## config.mk

```make
export PLATFORM = sky130hd
export DESIGN_NAME = demux_stream_1ton
export DESIGN_NICKNAME = d
export VERILOG_FILES = /design/src/rtl/demux_stream_1ton.sv
export SDC_FILE = /design/constraint.sdc
export NUM_CORES = 1
export LEC_CHECK = 0
export ABC_AREA = 1
export BUFFER_PORTS_ARGS = -buffer_cell sky130_fd_sc_hd__buf_2
export CORE_UTILIZATION = 36
export DETAILED_ROUTE_END_ITERATION = 16
export PLACE_DENSITY_LB_ADDON = 0.08
export SKIP_LAST_GASP = 1
export SLEW_MARGIN = 20
export SYNTH_ARGS = -nofsm -noshare
export SYNTH_HDL_FRONTEND = slang
export SYNTH_SLANG_ARGS = --single-unit
```

## constraint.sdc

```tcl
create_clock -name clk -period 2.8 [get_ports clk]
set_input_delay 0 -clock clk [delete_from_list [all_inputs] [get_ports clk]]
set_output_delay 0 -clock clk [all_outputs]
set_load 0.05 [all_outputs]
```

## src/rtl/demux_stream_1ton.sv

```systemverilog
// Registered 1:N stream demultiplexer: one input beat is routed to one of N
// one-deep output registers. Optional per-channel handshake counters: DEMUX_STATS_EN.
module demux_stream_1ton #(
  parameter int DW = 8,
  parameter int N  = 4,
  parameter int CW = 8,
  localparam int SW = (N > 1) ? $clog2(N) : 1
) (
  input  logic            clk,
  input  logic            rst_n,
  input  logic            in_valid,
  output logic            in_ready,
  input  logic [DW-1:0]   in_data,
  input  logic [SW-1:0]   in_sel,
  output logic [N-1:0]    out_valid,
  input  logic [N-1:0]    out_ready,
  output logic [N*DW-1:0] out_data,
  output logic            drop,
  input  logic            cnt_clr,
  output logic [N*CW-1:0] cnt
);

  // Handshake: a beat moves on any edge where valid & ready are both high.
  // in_ready is a function of in_sel and the target channel only (never of
  // in_valid), and an out-of-range select is always ready so it gets dropped.
  logic [N-1:0]         valid_q;
  logic [N-1:0][DW-1:0] data_q;
  logic [N-1:0]         free;
  logic [N-1:0]         load;
  logic                 sel_in_range;
  logic                 drop_q;

  assign free         = ~valid_q | out_ready;
  assign sel_in_range = (32'(in_sel) < 32'(N));

  always_comb begin
    in_ready = 1'b1;
    load     = '0;
    for (int k = 0; k < N; k++) begin
      if (in_sel == SW'(k)) begin
        in_ready = free[k];
        load[k]  = in_valid & free[k];
      end
    end
  end

  // A reload wins over a drain, so a simultaneous handshake keeps valid high.
  always_ff @(posedge clk or negedge rst_n) begin
    if (!rst_n) begin
      valid_q <= '0;
      data_q  <= '0;
      drop_q  <= 1'b0;
    end else begin
      drop_q <= in_valid & ~sel_in_range;
      for (int k = 0; k < N; k++) begin
        if (load[k]) begin
          valid_q[k] <= 1'b1;
          data_q[k]  <= in_data;
        end else if (out_ready[k]) begin
          valid_q[k] <= 1'b0;
        end
      end
    end
  end

  assign out_valid = valid_q;
  assign out_data  = data_q;
  assign drop      = drop_q;

`ifdef DEMUX_STATS_EN
  logic [N-1:0][CW-1:0] cnt_q;

  // Saturating counters; a clear overrides any increment in the same cycle.
  always_ff @(posedge clk or negedge rst_n) begin
    if (!rst_n) begin
      cnt_q <= '0;
    end else if (cnt_clr) begin
      cnt_q <= '0;
    end else begin
      for (int k = 0; k < N; k++) begin
        if (valid_q[k] && out_ready[k] && (cnt_q[k] != {CW{1'b1}})) begin
          cnt_q[k] <= cnt_q[k] + 1'b1;
        end
      end
    end
  end

  assign cnt = cnt_q;
`else
  logic unused_cnt_clr;

  assign unused_cnt_clr = cnt_clr;
  assign cnt            = '0;
`endif

endmodule
```

==> results.yml <==
timing:
  post-route-min-period_ps: 1506
  finalSetupViolations: 0
  slew_violations: 0
  rsz0062_at_grt: "no"
  max_freq_ghz: 0.6639
  max-slew-margin-rel_pct: 45.80
  period_share_pct: 53.79
  fin_skew_ps: 0.8117
  hold_viol: 0
  tns_ps: 0
  worst_pin_slew_ps: 813.0
  hold_slack_ps: 26.42
drt:
  remaining_drc_errors: 0
  post_drt_via_cell_ratio: 4.529
  vias: 1463
  drtIter0Drc: 99
  wl_um: 4091
  drt-wirelength-per-cell_um: 12.67
  ant_nets: 0
  dr.pass1.iters: 4
cts:
  cts-root-buf: "clkbuf_8"
  clock_path_buffers: 2
  cts_max_level: 2
  cts_tree: "built"
  cts.clk_slew.worst_paths_ps: 60
  cts_buffers: 5
  cts.sinks: 36
  clkLatencyLatePin_ps: 280
grt:
  grt_use_met2_pct: 25.03
  grt_use_total_pct: 16.29
  busiest_layer: "met2"
  overflow: 0
  grt_max_degree: 37
  antenna_found_initial: 0
  grt_use_met1_pct: 22.55
  met3_usage_pct: 4.144
  grt_pass1_vias: 1322
  grt_first_pass_wirelength_um: 6389
min_path:
  min-delay-start: "in_data[7]"
  worstHoldPathType: "in -> reg"
synthesis:
  syn-cell-area_mm2: 0.001805
  yosys.area.top_type: "dfrtp_1"
  yosys_warnings: 0
  synth_area_per_cell_um2: 8.764
  synth-seq-cells: 36
  synth_top_area_share_pct: 49.90
  yosysUniqueCellTypes: 13
  synthTopCellsByArea: "dfrtp_1 50%, nand2_1 17%, buf_4 14%"
  synthCells: 206
  ys_seq_area_share_pct: 49.90
cells_and_area:
  diodes: 0
  fillers: 529
  syn2layout_area_growth_pct: 14.69
  drive_gt1_share_pct: 25.39
  fin_area_mm2: 0.002071
  final_cells: 323
  final_common_cell: "nand2_1"
  nets: 276
  most-common-layout-cells: "80 x nand2_1, 53 x buf_2, 36 x dfrtp_1"
pwr:
  power_w: 0.001625
  leakagePower_nw: 1.200
  power_density_mw_per_mm2: 784.9
  irDropWorstVdd_v: 0.0003234
critical_path:
  crit_path_start_kind: "register"
  required_ps: 2800
  critPathKind: "reg -> out"
  r2r-start: "out_valid[3]"
  cp_max_fo: 11
  cp.arrival_ps: 1510
  crit_path_end_kind: "output pin"
  crit_start: "out_valid[2]"
floorplan:
  die_area_mm2: 0.005303
  rows: 25
  die_w_um: 72.82
  coreArea_mm2: 0.004786
  io_pins: 88
  fp.dieH_um: 72.82
  start_util_pct: 37.73
placed_design:
  place.gp.congestion: 0.6620
  hpwlAfterDp_um: 2722
  place_inst: 317
  place_area_mm2: 0.001992
  io_buffers: 53
status:
  status: "finished clean"
flow_run:
  maxCapViolations: 0
==> report_power, final <==
group | leakage [nW] | total (W) | switching, W | internal, W
Combinational | 0.716 | 0.000651 | 0.000542 | 0.000109
Sequential | 0.448 | 0.000647 | 0.0000418 | 0.000605
Clock | 0.0359 | 0.000327 | 0.000167 | 0.000160
==> final cells by class <==
type,count,area [um2],share of cell area (%)
sequential,36,900.9,43.50
timing repair buffer,54,275.3,13.29
tap,67,83.83,4.048
multi-input combinational,152,708.2,34.20
clock buffer,5,68.82,3.323
inverter,9,33.78,1.631
==> final timing paths <==
check / end / slack [ps] / cells past startpoint
setup / recovery: in_ready / 1290 / 6
setup reg to reg: out_data[31] / 1560 / 4
max in group asynchronous: out_data[11] / 1930 / 2
hold reg to reg: out_data[9] / 460 / 2
min in group asynchronous: out_data[16] / 350 / 2
hold / removal: out_data[23] / 30 / 3
==> registers in the layout, indices dropped and copies added (netlist names) <==
register / count
out_valid: 4
out_data: 32
==> layer usage <==
metal / wire, um / part of all wire [%]
met3: 283 / 6.9
met2: 1849 / 45
met1: 1913 / 47
met4: 44 / 1.1
met5: 0 / 0
==> Yosys cell counts <==
library cell and number:
nand4_1 32, nor2_4 2, clkbuf_1 4, nand3_4 2
conb_1 1, buf_2 4, dfrtp_1 36, nand3_2 2
nand2_1 80, inv_1 8, nor2_2 1, buf_4 33
clkinv_1 1
==> cells by family (layout without fill, tap and decap cells) <==
logic type	after synthesis	after routing	synth area share [%]
AND/OR/NAND/NOR	119	119	32.36
buffers and inverters	50	68	17.53
other	1	33	0.2077
flip-flops	36	36	49.90
==> worst max-delay path, stage by stage, from the launching register on <==
cell and delay (ps):
dfrtp_1 370, nand2_1 330, nand2_1 100, nand2_1 70, inv_1 30, nand2_1 60
buf_2 260
==> timing repair <==
item / 4_1_cts / 5_1_grt
hold endpoints to repair: 36 / 0
setup buffers: 0 / 0
gates resized for setup: 0 / 0
hold buffers: 1 / 0
==> stage by stage <==
stage | util, % | setup WS [ps]
after floorplan | - | 1272
after global placement | 41.62 | 1575
after detailed placement | 41.62 | 1576
after CTS | 43.27 | 1261
after global routing | 43.27 | 1135
final | 43.27 | 1294
No activity file was read; power rests on OpenSTA's default activity.
